$ cat src/rtl/program_loader_if.sv
// Byte-stream source and memory port bundle between the program loader and its neighbours.
// The master modport is the loader's view. The slave modport is the view of the source and memory.
interface program_loader_if;
    logic       in_valid;
    logic       in_ready;
    logic [7:0] in_data;
    logic       mem_rd;
    logic       mem_wr;
    logic [4:0] mem_addr;
    logic [7:0] mem_wdata;
    logic [7:0] mem_rdata;

    modport master (
        output in_ready, mem_rd, mem_wr, mem_addr, mem_wdata,
        input  in_valid, in_data, mem_rdata
    );
    modport slave (
        input  in_ready, mem_rd, mem_wr, mem_addr, mem_wdata,
        output in_valid, in_data, mem_rdata
    );
endinterface

$ cat src/rtl/program_loader.sv
// Streams a byte program into a 32x8 memory, then reads the region back and checks its 8-bit sum.
// The loader owns the memory ports until done rises.
module program_loader #(
    parameter int DEPTH = 32
) (
    input  logic               clk,
    input  logic               rst,
    input  logic               start,
    input  logic [5:0]         len,
    program_loader_if.master   bus,
    output logic               busy,
    output logic               done,
    output logic               error,
    output logic [7:0]         checksum
);
    typedef enum logic [2:0] {IDLE, WRITE, VERIFY, DRAIN, DONE} state_t;

    state_t     state, state_nxt;
    logic [5:0] len_q, wr_ptr, rd_ptr, len_clamp;
    logic [7:0] wsum, rsum, rsum_fin;
    logic       xfer, start_ok;

    assign len_clamp = (len > 6'(DEPTH)) ? 6'(DEPTH) : len;
    assign start_ok  = start && (state == IDLE || state == DONE);
    assign xfer      = (state == WRITE) && bus.in_valid;
    assign rsum_fin  = rsum + bus.mem_rdata;

    always_ff @(posedge clk or negedge rst) begin
        if (!rst) state <= IDLE;
        else      state <= state_nxt;
    end

    always_comb begin
        state_nxt = state;
        unique case (state)
            IDLE, DONE: if (start_ok) state_nxt = (len_clamp == 6'd0) ? DONE : WRITE;
            WRITE:      if (xfer && wr_ptr == len_q - 6'd1) state_nxt = VERIFY;
            VERIFY:     if (rd_ptr == len_q - 6'd1) state_nxt = DRAIN;
            DRAIN:      state_nxt = DONE;
            default:    state_nxt = IDLE;
        endcase
    end

    // Write strobes are combinational so the memory samples them on the same edge as the handshake.
    always_comb begin
        bus.in_ready  = 1'b0;
        bus.mem_rd    = 1'b0;
        bus.mem_wr    = 1'b0;
        bus.mem_addr  = 5'd0;
        bus.mem_wdata = 8'd0;
        busy          = 1'b0;
        unique case (state)
            WRITE: begin
                busy         = 1'b1;
                bus.in_ready = 1'b1;
                if (xfer) begin
                    bus.mem_wr    = 1'b1;
                    bus.mem_addr  = wr_ptr[4:0];
                    bus.mem_wdata = bus.in_data;
                end
            end
            VERIFY: begin
                busy         = 1'b1;
                bus.mem_rd   = 1'b1;
                bus.mem_addr = rd_ptr[4:0];
            end
            DRAIN:   busy = 1'b1;
            default: ;
        endcase
    end

    always_ff @(posedge clk or negedge rst) begin
        if (!rst) begin
            len_q    <= '0;
            wr_ptr   <= '0;
            rd_ptr   <= '0;
            wsum     <= '0;
            rsum     <= '0;
            done     <= 1'b0;
            error    <= 1'b0;
            checksum <= '0;
        end else begin
            unique case (state)
                IDLE, DONE: if (start_ok) begin
                    len_q  <= len_clamp;
                    wr_ptr <= '0;
                    rd_ptr <= '0;
                    wsum   <= '0;
                    rsum   <= '0;
                    error  <= 1'b0;
                    done   <= (len_clamp == 6'd0);
                    if (len_clamp == 6'd0) checksum <= '0;
                end
                WRITE: if (xfer) begin
                    wsum   <= wsum + bus.in_data;
                    wr_ptr <= wr_ptr + 6'd1;
                end
                VERIFY: begin
                    // The first read's data only appears in the following cycle.
                    rd_ptr <= rd_ptr + 6'd1;
                    if (rd_ptr != 6'd0) rsum <= rsum_fin;
                end
                DRAIN: begin
                    rsum     <= rsum_fin;
                    done     <= 1'b1;
                    error    <= (wsum != rsum_fin);
                    checksum <= wsum;
                end
                default: ;
            endcase
        end
    end
endmodule

$ cat src/flat_wrapper.sv
// flat-port wrapper written by rule: the top's interface ports become plain ports
module program_loader_flat 
#(
    parameter int DEPTH = 32
)
  (clk, rst, start, len, busy, done, error, checksum, bus_in_ready, bus_mem_rd, bus_mem_wr, bus_mem_addr, bus_mem_wdata, bus_in_valid, bus_in_data, bus_mem_rdata);
  program_loader_if bus_i ();
  input  logic clk;
  input  logic rst;
  input  logic start;
  input  logic [5:0] len;
  output logic busy;
  output logic done;
  output logic error;
  output logic [7:0] checksum;
  output wire logic [$bits(bus_i.in_ready)-1:0] bus_in_ready;
  output wire logic [$bits(bus_i.mem_rd)-1:0] bus_mem_rd;
  output wire logic [$bits(bus_i.mem_wr)-1:0] bus_mem_wr;
  output wire logic [$bits(bus_i.mem_addr)-1:0] bus_mem_addr;
  output wire logic [$bits(bus_i.mem_wdata)-1:0] bus_mem_wdata;
  input wire logic [$bits(bus_i.in_valid)-1:0] bus_in_valid;
  input wire logic [$bits(bus_i.in_data)-1:0] bus_in_data;
  input wire logic [$bits(bus_i.mem_rdata)-1:0] bus_mem_rdata;
  assign bus_in_ready = bus_i.in_ready;
  assign bus_mem_rd = bus_i.mem_rd;
  assign bus_mem_wr = bus_i.mem_wr;
  assign bus_mem_addr = bus_i.mem_addr;
  assign bus_mem_wdata = bus_i.mem_wdata;
  assign bus_i.in_valid = bus_in_valid;
  assign bus_i.in_data = bus_in_data;
  assign bus_i.mem_rdata = bus_mem_rdata;
  program_loader #(.DEPTH(DEPTH)) u_core (.clk(clk), .rst(rst), .start(start), .len(len), .bus(bus_i), .busy(busy), .done(done), .error(error), .checksum(checksum));
endmodule
$ cat config.mk
export PLATFORM = sky130hd
export DESIGN_NAME = program_loader_flat
export DESIGN_NICKNAME = d
export VERILOG_FILES = /design/src/rtl/program_loader_if.sv /design/src/rtl/program_loader.sv /design/src/flat_wrapper.sv
export SDC_FILE = /design/constraint.sdc
export NUM_CORES = 1
export LEC_CHECK = 0
export CAP_MARGIN = 10
export CORE_MARGIN = 8
export CORE_UTILIZATION = 58
export CTS_CLUSTER_SIZE = 10
export DETAILED_ROUTE_END_ITERATION = 8
export GPL_ROUTABILITY_DRIVEN = 0
export MAX_ROUTING_LAYER = met4
export PLACE_DENSITY_LB_ADDON = 0.12
export SLEW_MARGIN = 25
export SYNTH_ARGS = -nofsm -noshare
export SYNTH_HDL_FRONTEND = slang
export SYNTH_SLANG_ARGS = --single-unit
$ cat constraint.sdc
create_clock -name clk -period 6.5 [get_ports clk]
set_input_delay 1.3 -clock clk [delete_from_list [all_inputs] [get_ports clk]]
set_output_delay 1.3 -clock clk [all_outputs]
set_load 0.01 [all_outputs]
== Word-level counts from Yosys, hierarchy flattened ==
Index checks and enable logic that the tools add are counted.

* Reduce and logical (&&, ||, !) cells: 20
* Add/subtract/negate cells: 5
* Order comparisons: 1
* Multipliers: 0
* Divide/modulo/power cells: 0
* Mux-type cells: 31
* Shift operators: 0
* Bitwise operators: 0
* Equality and inequality tests: 13

{| class="wikitable"
|+ Operators with widths
! operator !! number
|-
| 2-to-1 mux 8 bit || 7
|-
| one-hot mux 8 bit (2 select lines) || 2
|-
| one-hot mux 6 bit (2 select lines) || 2
|-
| one-hot mux 8 bit (3 select lines) || 1
|-
| 2-to-1 mux 6 bit || 3
|-
| adder 8 bit || 2
|-
| adder 6 x 1 -> 6 bit, second input constant || 2
|-
| equality test 6 bit || 2
|-
| 2-to-1 mux 3 bit || 4
|-
| one-hot mux 3 bit (4 select lines) || 1
|-
| AND reduction 3 bit || 4
|-
| inequality test 2 x 1 -> 1 bit, second input constant || 5
|-
| one-hot mux 5 bit (2 select lines) || 1
|-
| inequality test 8 bit || 1
|-
| 2-to-1 mux 1 bit || 7
|-
| equality test 3 x 2 -> 1 bit, second input constant || 2
|-
| greater-than comparator 6 bit, second input constant || 1
|-
| logical NOT 6 bit || 1
|-
| AND reduction 2 bit || 3
|-
| nonzero test 2 bit || 3
|-
| nonzero test 6 bit || 1
|-
| subtractor 6 x 1 -> 6 bit, second input constant || 1
|-
| 2-to-1 mux 5 bit || 1
|-
| one-hot mux 1 bit (2 select lines) || 2
|-
| 9 further kinds || 11
|}

* Bits of input ports: 26
* Bits in registers: 47
* ROM bits: 0
* Memories kept: 0
* Output and inout bits: 27
* Word-level logic and storage cells: 79
* Bits in writable memories: 0
* Bits in latches: 0

== Longest topological paths before layout ==
Gate-level depths: netlist of the first run.

* Depth in word-level cells: 6
* Depth in mapped cells: 8
* Gate-level depth less buffers: 8

== Worst setup path before layout of the first run ==
OpenSTA, ideal clock, no wires.

* Kind: input-to-output
* From: input port bus_in_valid
* To: output port bus_mem_addr[1]
* Stages on the path: 6
* Buffers on the path: 2
* Path slack: 3.096 ns
* Data required time: 5.200 ns
* Arrival: 2.104 ns
* Cells stage by stage: buf_2 > nand2_1 > inv_2 > buf_2 > nand2_1 > o21ai_0

* Longest elaborated chain between the ends: 3

{| class="wikitable"
|+ Ends and longest elaborated chain
! item !! line !! text
|-
| start, declared || flat_wrapper.sv:21 || <nowiki>input wire logic [$bits(bus_i.in_valid)-1:0] bus_in_valid;</nowiki>
|-
| logical AND 1 bit || program_loader.sv:25 || <nowiki>assign xfer = (state == WRITE) && bus.in_valid;</nowiki>
|-
| 2-to-1 mux 5 bit || program_loader.sv:56 || <nowiki>if (xfer) begin</nowiki>
|-
| one-hot mux 5 bit (2 select lines) || program_loader.sv:52 || <nowiki>unique case (state)</nowiki>
|-
| end, declared || flat_wrapper.sv:19 || <nowiki>output wire logic [$bits(bus_i.mem_addr)-1:0] bus_mem_addr;</nowiki>
|}

No other way between the ends.

== Worst setup path in the final report of the first run ==
Same ends and word-level chain as after synthesis.

==> impl_metrics.toml, run 1 <==
[final_layout]
layout.cells.most_common = "clkdlybuf4s50_1"
final_nets = 425
fillerInstances = 426
most-common-layout-cells = "clkdlybuf4s50_1 (51), dfrtp_1 (47), nand2_1 (30), nor2_1 (25), a22o_1 (19)"
antenna_cells = 0
regArea_um2 = 1180
multiInputGateArea_um2 = 1820
synthToLayoutAreaGrowth_pct = 21.8
drive_above_1_share_pct = 5.79

[critical_path]
start_kind = "input port"
path_max_fanout = 17
end_kind = "output port"
cp.arrival_ns = 3.43
rrSetupSlack_ns = 4.25
cpPeakStageDelay_ns = 0.64
worstPathRequired_ns = 5.20
cp_cell_sequence = "clkdlybuf4s50_1, nand2_1, inv_2, nand2_1, o21ai_0, clkdlybuf4s50_1"
critPathKind = "input port to output port"
critPathSlowestCell = "clkdlybuf4s50_1"
ff2ff_path_depth = 7

[clock_tree]
cts_tree = "yes"
cts.clk_slew.worst_paths_ns = 0.09
insertion_delay_ns = 0.30
htree_levels = 2
ctsHoldBuffers = 0
cts_sinks = 47
cts_buffer_depth = 2
post_cts_resized = 0
cts_inserted_buffers = 5
postCtsSetupRepairBufs = 0
cts-root-buf = "clkbuf_8"

[timing]
rsz0062_at_grt = "no"
skew_ns = 0.00428
min_period_over_period_pct = 72.8
tns_ns = 0
finalHoldViolCount = 0
setup_viol = 0
slew_headroom_pct = 52.4
hold_slack_ns = 0.513
tightestPinTransition_ns = 0.713
finalWorstSetupSlack_ns = 1.77
drv_slew = 0
fmax_mhz = 211
finalCriticalPeriod_ns = 4.73

[route]
routed_wl_um = 7630
wl_per_cell_um = 17.0
num_vias = 2659
vias_per_cell = 5.91
remaining_drc_errors = 0
drtAntennaViolNets = 0
drtIter0Drc = 89
drt-pass1-iter-count = 4

[global_routing]
grt_antenna_before_repair = 0
grt_max_degree = 32
grt_overflow = 0
grtUsageTotal_pct = 21.3
grt_pass1_vias = 2728
grt_pass1_wl_um = 13000

[power_and_ir_drop]
leakagePower_nw = 1.72
powerDensity_nw_per_um2 = 453
vdd_drop_max_uv = 289

[synth]
synth_top_area_share_pct = 38.1
syn_area_um2 = 3090
synth_top_cell_by_area = "dfrtp_1"
yosys.cell_types.count = 55
synth.yosys.seq_area_share_pct = 38.1
synth_nets = 374
synth-async-reset-ratio_pct = 100
syn_inst = 328
avgSynthCellArea_um2 = 9.42
ys_ff_latch = 47
yosysWarnings = 0
synth-main-ff-cell = "dfrtp_1"
synth_area_leaders = "dfrtp_1 (38%), ha_1 (7.3%), a22o_1 (5.4%)"
synth-edff-count = 0

[outcome]
outcome = "finished clean"

[min_path]
min_path_cells = 1
hold_path.class = "register to register"

[placement]
pre_cts_ws_ns = 1.78
hpwl_um = 5810
portBuffers = 52

[floorplanning]
num_rows = 26
die_w_um = 89.0
core_area_um2 = 5140
die-area_um2 = 7920
num_io_pins = 53
die_y_um = 89.0
initial_core_util_pct = 60.1

[job]
cap_violations = 0
## sequential cells by signal, summed over array words and instances, names as in the netlist
register and flops:
u_core.checksum 8, u_core.done 1, u_core.error 1, u_core.len_q 6
u_core.rd_ptr 6, u_core.rsum 8, u_core.state 3, u_core.wr_ptr 6
u_core.wsum 8
## power breakdown
group,switching [mW],internal (mW)
clock,0.104,0.0774
combinational,0.514,0.480
sequential,0.132,0.398
total,0.750,0.955
## Yosys cell counts, types with 2 or more instances
cell,instances
xor2_1,13
buf_2,3
nor3_2,3
fa_1,2
and2_1,3
inv_2,2
nand4_1,6
a2111oi_0,2
clkbuf_1,6
nand2b_1,3
mux2_2,2
nand3b_1,5
or2_1,3
nor3_1,6
o21bai_1,4
dfrtp_1,47
nor3b_1,3
o21ai_0,10
a21oi_1,11
mux2i_1,2
xnor2_1,17
o21ai_1,12
a41oi_1,3
and3_1,11
nand2_1,30
a22o_1,19
nor2_1,25
inv_1,10
nor2b_1,6
nand3_1,13
ha_1,18
a21o_1,5
## metal layers
metal  wire (µm)  GRT usage (%)  part of all wire [%]
met5           0              -                     0
met4         105           7.25                   1.4
met3         368           3.68                   4.8
met2        3490           32.4                    46
met1        3660           27.9                    48
## worst paths after layout
check | start | endpoint
max | bus_in_valid | bus_mem_addr[1]
max in group asynchronous | rst | u_core.checksum[0]$_DFFE_PN0P_
min | u_core.checksum[5]$_DFFE_PN0P_ | u_core.checksum[5]$_DFFE_PN0P_
min in group asynchronous | rst | u_core.rd_ptr[2]$_DFFE_PN0P_
max reg2reg | u_core.rsum[0]$_DFFE_PN0P_ | u_core.error$_DFFE_PN0P_
min reg2reg | u_core.checksum[5]$_DFFE_PN0P_ | u_core.checksum[5]$_DFFE_PN0P_
## critical path, delay by kind of cell
family                 cells  cell delay (ns)
buffers and inverters      3             1.56
AOI/OAI and AO/OA          1             0.09
and+or+nand+nor            2             0.48
## layout make-up
cell class	instances	share of cell area, %
Clock inverter	2	0.432
Timing Repair Buffer	54	14.4
Tap cell	70	2.33
Sequential cell	47	31.2
Clock buffer	6	1.93
Multi-Input combinational cell	259	48.5
Inverter	12	1.20
## metrics by stage
step           power, mW  cell area (µm²)  std cells  util (%)
4_1_cts             1.71             3760        450      73.2
3_3_place_gp        1.49             3660        441      71.1
2_1_floorplan       1.23             3090        328         -
6_report            1.70             3760        450      73.2
3_5_place_dp        1.52             3680        442      71.5
5_1_grt             1.85             3760        450      73.2
## logic make-up (layout without fill, tap and decap cells)
kind of cell    count (synthesis)  count (layout)  synth area share (%)
mux                             4               4                  1.38
fa+ha+maj                      20              20                  8.58
flops                          47              47                  38.1
simple gates                  122             122                  20.5
buf+inv                        22              74                  2.92
compound gates                 80              80                  18.3
xor+xnor                       33              33                  10.3
No activity file was read; power rests on OpenSTA's default activity.
==> run 2, diff against run 1 <==
- CORE_UTILIZATION: 58 -> 48
- clock period: 6.5 -> 3.91 ns (I/O delays scaled with it)
==> run 2 against run 1 <==
Net effect: final cell count is 1.8% higher; clock skew is 0.012 ns higher; first-iteration DRC count is 3.4% higher; critical path type unchanged; largest cell class unchanged; largest power group unchanged.
==> impl_metrics.toml, run 2 (synthesized netlist as in run 1, its figures left out) <==
[critical_path]
start_kind = "input port"
critPathKind = "input port to output port"
worstReg2RegStart = "u_core.rsum[0]$_DFFE_PN0P_"
ff2ff_path_depth = 7
worstPathRequired_ns = 3.13
path_max_fanout = 17
cp.arrival_ns = 2.44
end_kind = "output port"
crit_start = "bus_in_valid"

[global_routing]
grt_overflow = 0
grtUsageTotal_pct = 18.0
grt_antenna_before_repair = 0
grt_pass1_vias = 2588
grt_pass1_wl_um = 12700
grt_max_degree = 48

[power_and_ir_drop]
vdd_drop_max_uv = 345
powerDensity_nw_per_um2 = 768
leakagePower_nw = 1.74

[outcome]
outcome = "finished clean"

[timing]
slew_headroom_pct = 54.8
skew_ns = 0.0160
finalHoldViolCount = 0
setup_viol = 0
fmax_mhz = 310
tightestPinTransition_ns = 0.676
tns_ns = 0
min_period_over_period_pct = 82.4
drv_slew = 0
rsz0062_at_grt = "no"
finalCriticalPeriod_ns = 3.22

[final_layout]
final_nets = 426
most-common-layout-cells = "clkdlybuf4s50_1 (51), dfrtp_1 (47), nand2_1 (30), nor2_1 (25), a22o_1 (19)"
layout.cells.most_common = "clkdlybuf4s50_1"
largestRegisters = "u_core.checksum (8), u_core.rsum (8), u_core.wsum (8)"
drive_above_1_share_pct = 6.30
antenna_cells = 0
synthToLayoutAreaGrowth_pct = 23.6
fin_util_pct = 60.8

[job]
cap_violations = 0

[clock_tree]
cts.clk_slew.worst_paths_ns = 0.10
cts_sinks = 47
cts_buffer_depth = 2
cts_inserted_buffers = 5
post_cts_resized = 0
insertion_delay_ns = 0.31
postCtsSetupRepairBufs = 0
cts_tree = "yes"
htree_levels = 2
cts-root-buf = "clkbuf_8"
ctsHoldBuffers = 0

[route]
remaining_drc_errors = 0
drt-pass1-iter-count = 4
vias_per_cell = 5.64
wl_per_cell_um = 16.2
num_vias = 2581
drtIter0Drc = 92
routed_wl_um = 7430
drtAntennaViolNets = 0

[floorplanning]
die_w_um = 96.2
num_rows = 29
die-area_um2 = 9260
die_y_um = 96.2
initial_core_util_pct = 49.2
core_area_um2 = 6280
num_io_pins = 53

[placement]
hpwl_um = 5610
portBuffers = 52

[min_path]
hold_path.class = "input port to async pin"
## run 2: changes by cell type in the layout (fill, tap and decap cells not counted), sizes merged
cell    previous run  this run
buf                3         4
bufinv             0         2
clkbuf             6         5
inv               13        12
## run 2: cell type report
type | count | area, µm²
sequential | 47 | 1180
clock inverter | 3 | 67.6
timing repair buffer | 55 | 541
fill | 553 | 2460
clock buffer | 5 | 68.8
multi-input combinational | 259 | 1820
inverter | 12 | 45.0
tap | 77 | 96.3
## run 2: path summary, 6_finish.rpt
path                                                   to  slack (ns)
min reg2reg                    u_core.rsum[2]$_DFFE_PN0P_        0.51
max in group asynchronous  u_core.checksum[7]$_DFFE_PN0P_        3.02
max                                       bus_mem_addr[0]        0.69
min in group clk               u_core.rsum[2]$_DFFE_PN0P_        0.51
min                            u_core.rsum[3]$_DFFE_PN0P_        0.47
max reg2reg                      u_core.error$_DFFE_PN0P_        1.56
## run 2: per-layer routing
layer,up-vias,global-route usage [%],routed length [µm]
met2,57,26.4,3260
li1,1290,-,-
met3,8,3.59,333
met1,1226,24.4,3740
met4,0,5.12,99
met5,-,-,0
## run 2: where the power goes
| part | switching (mW) | internal [mW] |
|---|---|---|
| clock | 0.171 | 0.255 |
| combinational | 0.830 | 0.799 |
| sequential | 0.217 | 0.661 |
| total | 1.22 | 1.71 |
## run 2: critical path, cell delays in order
cell and delay (ns):
clkdlybuf4s50_1 0.48, nand2_1 0.05, buf_4 0.18, inv_2 0.22
nand2_1 0.09, o21ai_1 0.08, clkdlybuf4s50_1 0.55
## run 2: metrics by stage
stage | setup slack [ns] | area, µm² | power [mW] | hold WS [ns] | instances
2_1_floorplan | 1.42 | 3090 | 2.04 | 0.470 | 328
3_3_place_gp | 0.714 | 3680 | 2.49 | 0.489 | 450
3_5_place_dp | 0.684 | 3680 | 2.51 | 0.491 | 450
4_1_cts | 0.682 | 3820 | 2.95 | 0.499 | 458
5_1_grt | 0.550 | 3820 | 3.19 | 0.523 | 458
6_report | 0.688 | 3820 | 2.93 | 0.470 | 458
==> run 3, diff against run 2 <==
- clock period: 3.91 -> 2.9 ns (I/O delays scaled with it)
==> run 3 against run 2 <==
Net effect: wire length grew 3.6%; largest cell class unchanged; sequential share of layout area shrank 0.19 points; global-route usage grew 0.80 points; hold slack lost 0.31 ns; sequential cell count is the same; highest routed layer unchanged; combinational power grew 39%.
==> impl_metrics.toml, run 3 (synthesized netlist as in run 1, its figures left out) <==
[final_layout]
final_nets = 432
synthToLayoutAreaGrowth_pct = 24.3
drive_above_1_share_pct = 7.75
most-common-layout-cells = "clkdlybuf4s50_1 (51), dfrtp_1 (47), nand2_1 (30), nor2_1 (25), a22o_1 (19)"
antenna_cells = 0
layout.cells.most_common = "clkdlybuf4s50_1"
largestRegisters = "u_core.checksum (8), u_core.rsum (8), u_core.wsum (8)"

[clock_tree]
cts.clk_slew.worst_paths_ns = 0.09
cts_sinks = 47
cts-root-buf = "clkbuf_8"
htree_levels = 2
insertion_delay_ns = 0.30
post_cts_resized = 0
cts_buffer_depth = 2
cts_inserted_buffers = 5
ctsHoldBuffers = 0
cts_tree = "yes"
postCtsSetupRepairBufs = 0

[placement]
hpwl_um = 5870
pre_cts_ws_ns = 0.00122
portBuffers = 52

[floorplanning]
die-area_um2 = 9260
core_area_um2 = 6280
die_w_um = 96.2
die_y_um = 96.2
initial_core_util_pct = 49.2
num_io_pins = 53
num_rows = 29

[power_and_ir_drop]
leakagePower_nw = 1.77
powerDensity_nw_per_um2 = 1030
vdd_drop_max_uv = 561

[timing]
min_period_over_period_pct = 96.7
rsz0062_at_grt = "no"
hold_slack_ns = 0.165
fmax_mhz = 357
finalHoldViolCount = 0
slew_headroom_pct = 56.5
finalWorstSetupSlack_ns = 0.0954
skew_ns = 0.00919
drv_slew = 0
tns_ns = 0
tightestPinTransition_ns = 0.650
finalCriticalPeriod_ns = 2.80
setup_viol = 0

[critical_path]
path_max_fanout = 7
critPathKind = "register to output port"
worstPathRequired_ns = 2.32
end_kind = "output port"
start_kind = "register"
cp.arrival_ns = 2.22
ff2ff_path_depth = 7

[global_routing]
grtUsageTotal_pct = 18.8
grt_overflow = 0
grt_max_degree = 35
grt_pass1_vias = 2792
grt_antenna_before_repair = 0
grt_pass1_wl_um = 13400

[route]
num_vias = 2591
vias_per_cell = 5.58
routed_wl_um = 7700
remaining_drc_errors = 0
wl_per_cell_um = 16.6
drtIter0Drc = 77
drt-pass1-iter-count = 4
drtAntennaViolNets = 0

[min_path]
hold_path.class = "input port to async pin"

[job]
cap_violations = 0

[outcome]
outcome = "finished clean"
[run 3: cell types whose count changed in the layout (fill, tap and decap cells not counted), sizes merged]
cell      previous run  this run
buf                  4        10
bufinv               2         1
clkinvlp             1         0
clkinv               0         1
clkbuf               5         6
[run 3: path summary, 6_finish.rpt]
kind | from | slack (ns) | end
setup / recovery | u_core.state[1]$_DFFE_PN0P_ | 0.1 | bus_mem_addr[1]
hold / removal | rst | 0.16 | u_core.rd_ptr[0]$_DFFE_PN0P_
setup reg to reg | u_core.rsum[0]$_DFFE_PN0P_ | 0.62 | u_core.error$_DFFE_PN0P_
hold reg to reg | u_core.checksum[4]$_DFFE_PN0P_ | 0.51 | u_core.checksum[4]$_DFFE_PN0P_
max in group asynchronous | rst | 1.99 | u_core.checksum[4]$_DFFE_PN0P_
min in group clk | u_core.checksum[4]$_DFFE_PN0P_ | 0.51 | u_core.checksum[4]$_DFFE_PN0P_
[run 3: layout make-up]
cell class	count	area, µm²
clock buffers	6	82.6
clock inverters	2	35.0
fillers	556	2430
inverters	12	45.0
multi-input cells	259	1820
flip-flops and latches	47	1180
well taps	77	96.3
repair buffers	61	583
[run 3: critical path, stage by stage, from the launching register on]
cell,delay [ns]
dfrtp_1,0.44
nor3b_1,0.44
nand2_1,0.15
inv_2,0.16
nand2_1,0.08
o21ai_0,0.10
clkdlybuf4s50_1,0.57
[run 3: stage by stage]
| step | utilization [%] | total power, mW | cell area [µm²] | instances |
|---|---|---|---|---|
| after floorplan | - | 2.75 | 3090 | 328 |
| after detailed placement | 59.3 | 3.45 | 3720 | 456 |
| after CTS | 61.2 | 3.97 | 3840 | 464 |
| final | 61.2 | 3.95 | 3840 | 464 |
| after global routing | 61.2 | 4.29 | 3840 | 464 |
| after global placement | 59.3 | 3.40 | 3720 | 456 |
[run 3: metal layers]
metal / part of all wire, % / track usage (%) / up-vias
met3: 3.7 / 3.28 / 8
met4: 0.82 / 4.87 / 0
met5: 0 / - / -
li1: - / - / 1296
met2: 45 / 28.3 / 48
met1: 51 / 25.4 / 1239
[run 3: power breakdown]
part	switching (mW)	total, mW	internal (mW)
sequential	0.291	1.18	0.892
clock	0.228	0.508	0.279
combinational	1.15	2.26	1.11
total	1.67	3.95	2.28
